`config.mk`:
```
export PLATFORM = sky130hd
export DESIGN_NAME = hack_cpu_mc_flat
export DESIGN_NICKNAME = d
export VERILOG_FILES = /design/src/rtl/hack_cpu_mc_if.sv /design/src/rtl/hack_cpu_mc.sv /design/src/flat_wrapper.sv
export SDC_FILE = /design/constraint.sdc
export NUM_CORES = 1
export LEC_CHECK = 0
export ABC_CLOCK_PERIOD_IN_PS = 6500
export CAP_MARGIN = 20
export CORE_MARGIN = 2
export CORE_UTILIZATION = 50
export DETAILED_ROUTE_END_ITERATION = 6
export PLACE_DENSITY_LB_ADDON = 0.1
export SYNTH_ARGS = -nofsm -noshare
export SYNTH_HDL_FRONTEND = slang
export SYNTH_SLANG_ARGS = --single-unit
```
`constraint.sdc`:
```
create_clock -name clk -period 6.5 [get_ports clk]
set_input_delay 1.95 -clock clk [delete_from_list [all_inputs] [get_ports clk]]
set_output_delay 1.95 -clock clk [all_outputs]
set_load 0.05 [all_outputs]
```
`src/rtl/hack_cpu_mc_if.sv`:
```
// Data-memory req/ack bus between the Hack core (master) and RAM/screen/keyboard maps (slave).
interface hack_cpu_mc_if #(
  parameter int WIDTH      = 16,
  parameter int RAM_ADDR_W = 15
);
  logic                  mem_req;
  logic                  mem_we;
  logic [RAM_ADDR_W-1:0] mem_addr;
  logic [WIDTH-1:0]      mem_wdata;
  logic [WIDTH-1:0]      mem_rdata;
  logic                  mem_ack;

  modport master (
    output mem_req, mem_we, mem_addr, mem_wdata,
    input  mem_rdata, mem_ack
  );

  modport slave (
    input  mem_req, mem_we, mem_addr, mem_wdata,
    output mem_rdata, mem_ack
  );
endinterface

```
`src/rtl/hack_cpu_mc.sv`:
```
// Multicycle Hack CPU: 2 cycles per instruction, +1 per M read, +1 per M write, +1 per memory wait state.
// Memory backpressure: mem_req holds with stable addr/we/wdata until mem_ack; run=0 parks the core in FETCH.
module hack_cpu_mc #(
  parameter int WIDTH      = 16,
  parameter int ROM_ADDR_W = 15,
  parameter int RAM_ADDR_W = 15
) (
  input  logic                  clk,
  input  logic                  reset,
  input  logic                  run,
  output logic [ROM_ADDR_W-1:0] rom_addr,
  input  logic [15:0]           rom_data,
  hack_cpu_mc_if.master         mem,
  output logic [WIDTH-1:0]      ARegister,
  output logic [WIDTH-1:0]      DRegister,
  output logic [ROM_ADDR_W-1:0] pc,
  output logic                  halted,
  output logic [31:0]           cycle_count
);

  typedef enum logic [2:0] {FETCH, MEM_RD, EXEC, MEM_WR, HALT} state_t;

  state_t                state, state_nxt;
  logic [15:0]           ir;
  logic [WIDTH-1:0]      a_reg, d_reg, m_reg, wdata_r;
  logic [RAM_ADDR_W-1:0] addr_r;
  logic [ROM_ADDR_W-1:0] pc_r, prev_a_pc, pc_inc;
  logic                  prev_a_vld, halt_pend;
  logic [31:0]           cyc;

  logic [WIDTH-1:0] alu_x0, alu_x1, alu_y, alu_y0, alu_y1, alu_f, alu_out;
  logic             zr, ng, jmp_taken, halt_hit, cyc_en;

  assign pc_inc = pc_r + ROM_ADDR_W'(1);

  always_comb begin
    alu_x0    = ir[11] ? '0 : d_reg;
    alu_x1    = ir[10] ? ~alu_x0 : alu_x0;
    alu_y     = ir[12] ? m_reg : a_reg;
    alu_y0    = ir[9] ? '0 : alu_y;
    alu_y1    = ir[8] ? ~alu_y0 : alu_y0;
    alu_f     = ir[7] ? (alu_x1 + alu_y1) : (alu_x1 & alu_y1);
    alu_out   = ir[6] ? ~alu_f : alu_f;
    zr        = (alu_out == '0);
    ng        = alu_out[WIDTH-1];
    jmp_taken = (ir[2] & ng) | (ir[1] & zr) | (ir[0] & ~ng & ~zr);
    // `@T / 0;JMP` at T+1: the A-instruction just executed pointed at itself.
    halt_hit  = prev_a_vld && jmp_taken && (a_reg[ROM_ADDR_W-1:0] == prev_a_pc);
  end

  always_ff @(posedge clk) begin
    if (reset) state <= FETCH;
    else       state <= state_nxt;
  end

  always_comb begin
    state_nxt   = state;
    mem.mem_req = 1'b0;
    mem.mem_we  = 1'b0;
    case (state)
      FETCH:  if (run) state_nxt = (rom_data[15] && rom_data[12]) ? MEM_RD : EXEC;
      MEM_RD: begin
        mem.mem_req = 1'b1;
        if (mem.mem_ack) state_nxt = EXEC;
      end
      EXEC: begin
        if (!ir[15])      state_nxt = FETCH;
        else if (ir[3])   state_nxt = MEM_WR;
        else if (halt_hit) state_nxt = HALT;
        else              state_nxt = FETCH;
      end
      MEM_WR: begin
        mem.mem_req = 1'b1;
        mem.mem_we  = 1'b1;
        if (mem.mem_ack) state_nxt = halt_pend ? HALT : FETCH;
      end
      HALT:    state_nxt = HALT;
      default: state_nxt = FETCH;
    endcase
  end

  assign cyc_en = (state != HALT) && !(state == FETCH && !run);

  always_ff @(posedge clk) begin
    if (reset) begin
      ir         <= '0;
      a_reg      <= '0;
      d_reg      <= '0;
      m_reg      <= '0;
      pc_r       <= '0;
      addr_r     <= '0;
      wdata_r    <= '0;
      prev_a_pc  <= '0;
      prev_a_vld <= 1'b0;
      halt_pend  <= 1'b0;
      cyc        <= '0;
    end else begin
      if (cyc_en && cyc != 32'hFFFF_FFFF) cyc <= cyc + 32'd1;
      case (state)
        FETCH: if (run) begin
          ir <= rom_data;
          if (rom_data[15] && rom_data[12]) addr_r <= a_reg[RAM_ADDR_W-1:0];
        end
        MEM_RD: if (mem.mem_ack) m_reg <= mem.mem_rdata;
        EXEC: begin
          if (!ir[15]) begin
            a_reg      <= {{(WIDTH-15){1'b0}}, ir[14:0]};
            pc_r       <= pc_inc;
            prev_a_vld <= 1'b1;
            prev_a_pc  <= pc_r;
          end else begin
            if (ir[5]) a_reg <= alu_out;
            if (ir[4]) d_reg <= alu_out;
            pc_r       <= jmp_taken ? a_reg[ROM_ADDR_W-1:0] : pc_inc;
            prev_a_vld <= 1'b0;
            halt_pend  <= halt_hit;
            if (ir[3]) begin
              addr_r  <= a_reg[RAM_ADDR_W-1:0];
              wdata_r <= alu_out;
            end
          end
        end
        default: ;
      endcase
    end
  end

  assign rom_addr      = pc_r;
  assign pc            = pc_r;
  assign mem.mem_addr  = addr_r;
  assign mem.mem_wdata = wdata_r;
  assign ARegister     = a_reg;
  assign DRegister     = d_reg;
  assign halted        = (state == HALT);
  assign cycle_count   = cyc;

endmodule

```
`src/flat_wrapper.sv`:
```
// flat-port wrapper written by rule: the top's interface ports become plain ports
module hack_cpu_mc_flat 
#(
  parameter int WIDTH      = 16,
  parameter int ROM_ADDR_W = 15,
  parameter int RAM_ADDR_W = 15
)
  (clk, reset, run, rom_addr, rom_data, ARegister, DRegister, pc, halted, cycle_count, mem_mem_req, mem_mem_we, mem_mem_addr, mem_mem_wdata, mem_mem_rdata, mem_mem_ack);
  hack_cpu_mc_if #(.WIDTH(WIDTH), .RAM_ADDR_W(RAM_ADDR_W)) mem_i ();
  input  logic clk;
  input  logic reset;
  input  logic run;
  output logic [ROM_ADDR_W-1:0] rom_addr;
  input  logic [15:0] rom_data;
  output logic [WIDTH-1:0] ARegister;
  output logic [WIDTH-1:0] DRegister;
  output logic [ROM_ADDR_W-1:0] pc;
  output logic halted;
  output logic [31:0] cycle_count;
  output wire logic [$bits(mem_i.mem_req)-1:0] mem_mem_req;
  output wire logic [$bits(mem_i.mem_we)-1:0] mem_mem_we;
  output wire logic [$bits(mem_i.mem_addr)-1:0] mem_mem_addr;
  output wire logic [$bits(mem_i.mem_wdata)-1:0] mem_mem_wdata;
  input wire logic [$bits(mem_i.mem_rdata)-1:0] mem_mem_rdata;
  input wire logic [$bits(mem_i.mem_ack)-1:0] mem_mem_ack;
  assign mem_mem_req = mem_i.mem_req;
  assign mem_mem_we = mem_i.mem_we;
  assign mem_mem_addr = mem_i.mem_addr;
  assign mem_mem_wdata = mem_i.mem_wdata;
  assign mem_i.mem_rdata = mem_mem_rdata;
  assign mem_i.mem_ack = mem_mem_ack;
  hack_cpu_mc #(.WIDTH(WIDTH), .ROM_ADDR_W(ROM_ADDR_W), .RAM_ADDR_W(RAM_ADDR_W)) u_core (.clk(clk), .reset(reset), .run(run), .rom_addr(rom_addr), .rom_data(rom_data), .mem(mem_i), .ARegister(ARegister), .DRegister(DRegister), .pc(pc), .halted(halted), .cycle_count(cycle_count));
endmodule
```
==> impl_metrics.ini <==
[status]
outcome = complete, no violations

[routing]
drtIter0Drc = 887
wirelength_mm = 27.1
routedWlPerCell_um = 18.2
routed_via_density = 5.69
drcViolationCount = 0
num_vias = 8463
dr.pass1.iters = 5
route.antenna.remaining_nets = 0

[sta]
clock.fmax_mhz = 197
worst_slew_pin_slew_ns = 1.08
setup-tns-final_ns = 0
slew-limit-headroom = 0.283
fin_ws_ns = 1.42
drv_slew = 0
fin_crit_sh = 0.782
fin_skew_ns = 0.0133
hold_viol = 0
setup_viol = 0
fin_crit_ns = 5.08
rsz0062_at_grt = no

[setup_path]
slowest_delay_ns = 0.88
crit_required_ns = 6.77
crit_path_start_kind = register
worst_path_max_delay_cell = dfxtp_1
arrival_ns = 5.35
worst-path-max-fanout = 18
cp-end-kind = register
path_class = reg -> reg
path_cells = xor2_1 -> ha_1 -> fa_1 -> a21o_1 -> a221o_1 -> a21oi_1 -> a41oi_1 -> xnor2_1 -> or3_1 -> o41ai_1 -> o211ai_2 -> nand3_4 -> o221ai_1

[yosys]
synth-simple-area-share = 0.252
yosys.area.top_type = dfxtp_1
synth_xor_area_frac = 0.0838
synth_edf_count = 0
syn_nets = 1184
synth_top_family_by_area = simple AND/OR/NAND/NOR gates
postSynthAreaPerCell_um2 = 8.06
ys_types = 77
synthAdderAreaFrac = 0.0270
synth_top_area_share = 0.356
muxShareOfSynthArea = 0.0462
synthCells = 1129
synth_area_leaders = dfxtp_1, nand2_1, a21oi_1, xnor2_1, nor2_1
synth_seq_cells = 162
ys.flop_type = dfxtp_1
yosysSeqAreaShare = 0.356
netlist_area_um2 = 9100
async_flop_share = 0
synth_warnings = 0
synth_compound_area_frac = 0.173

[global_route]
grt_usage = 0.275
grt_pass1_vias = 7752
grt_max_degree = 96
grt_overflow_total = 0
antenna_found_initial = 0
grt_first_pass_wirelength_mm = 42.7

[die]
die-height_um = 139
num_rows = 49
core_um2 = 17900
die_w_um = 139
initial_core_util = 0.508
num_io_pins = 164
die_area_um2 = 19300

[layout]
fin_cells = 1487
n_fill_cell = 1586
fin_nets = 1300
drive_gt1_frac = 0.0715
utilization = 0.629
area_delta_synth_final_pct = 23.8
largest_register_ffs = 32
final_common_cell = nand2_1
antennaDiodeCount = 0
final_cell_mix = nand2_1, clkdlybuf4s50_1, dfxtp_1, nor2_1, a21oi_1

[pwr]
irDropWorstVdd_mv = 0.216
p_leak_nw = 3.93
p_per_area_nw_per_um2 = 234

[clocking]
cts_root_buf = clkbuf_16
numCtsBuffers = 17
cts.sinks = 162
clk_latency_ns = 0.44
clock_path_buffers = 2
post_cts_buffers = 0
cts_tree = built
postCtsHoldBufs = 0
h-tree-depth = 4
clk_pin_slew_ns = 0.07
cts_resized = 0

[placed_design]
globalplace.congestion = 0.903
dp_hpwl_mm = 18.8
place_ws_ns = 1.51
place_inst = 1454
io_buffer_count = 163

[flow_run]
max-cap-violations = 0

[min_path]
hold_class = reg -> reg
[path summary, 6_finish.rpt]
check / from / end / slack, ns / cells past startpoint
hold / removal: u_core.ir[13] / u_core.ir[13] / 0.46 / 2
setup / recovery: u_core.ir[8] / u_core.pc[14] / 1.42 / 13
setup reg to reg: u_core.ir[8] / u_core.pc[14] / 1.42 / 13
hold reg to reg: u_core.ir[13] / u_core.ir[13] / 0.46 / 2
[synth_stat cells (4+ instances only)]
cell type,n
nand2_1,191
clkbuf_8,6
mux2i_1,42
inv_1,13
o211ai_1,5
o21ai_0,27
buf_1,4
o22ai_2,5
nand4_1,15
and3_1,16
nor2_1,127
a31oi_1,5
nor3b_1,4
o221ai_2,10
o221ai_1,5
o22ai_1,14
and4_1,6
nor4b_1,10
nand2b_1,24
ha_1,18
dfxtp_1,162
a21oi_1,103
or3_1,14
clkbuf_1,46
or2_2,4
nor2b_1,6
a211oi_1,16
nand3_1,41
nor3_1,11
buf_6,8
buf_4,16
and2_1,5
xnor2_1,57
xor2_1,30
nor4_1,5
[per-layer routing]
layer | routed length (µm) | track usage | up-vias | part of all wire
li1 | - | - | 4163 | -
met4 | 505 | 0.0840 | 0 | 0.019
met2 | 12300 | 0.432 | 299 | 0.46
met1 | 12200 | 0.378 | 3971 | 0.45
met5 | 0 | 0 | - | 0
met3 | 2020 | 0.0615 | 30 | 0.075
[stage by stage]
step	hold slack (ns)	power, mW	instance area (µm²)
floorplan	0.436	1.45	9100
global placement	0.441	1.61	10600
detailed placement	0.449	1.61	10600
CTS	0.459	2.64	11200
global route	0.481	2.73	11300
finish	0.456	2.64	11300
[worst max-delay path: cells and delay by family (launching register included)]
kind	cells	cell delay, ns
adders and majority gates	2	0.76
AOI/OAI and AO/OA	7	2.10
xor gates and xnor gates	2	0.42
and+or+nand+nor	2	0.73
DFF	1	0.88
[power by group]
group          switching (mW)  internal [mW]
Combinational           0.346          0.188
Sequential             0.0469           1.02
Clock                   0.483          0.554
[kinds of logic after synthesis]
| family | count (synthesis) |
|---|---|
| flops | 162 |
| fa+ha+maj | 19 |
| mux | 42 |
| buf+inv | 97 |
| compound gates | 230 |
| simple gates | 492 |
| xor+xnor | 87 |
[final cells by class]
class	instances	area (µm²)	area share
clock buffers	17	425	0.0378
repair buffers	180	1760	0.157
clock inverters	15	188	0.0167
flip-flops and latches	162	3240	0.288
well taps	229	287	0.0254
inverters	14	52.6	0.00467
multi-input cells	870	5300	0.471
(Power assumes the default switching activity.)
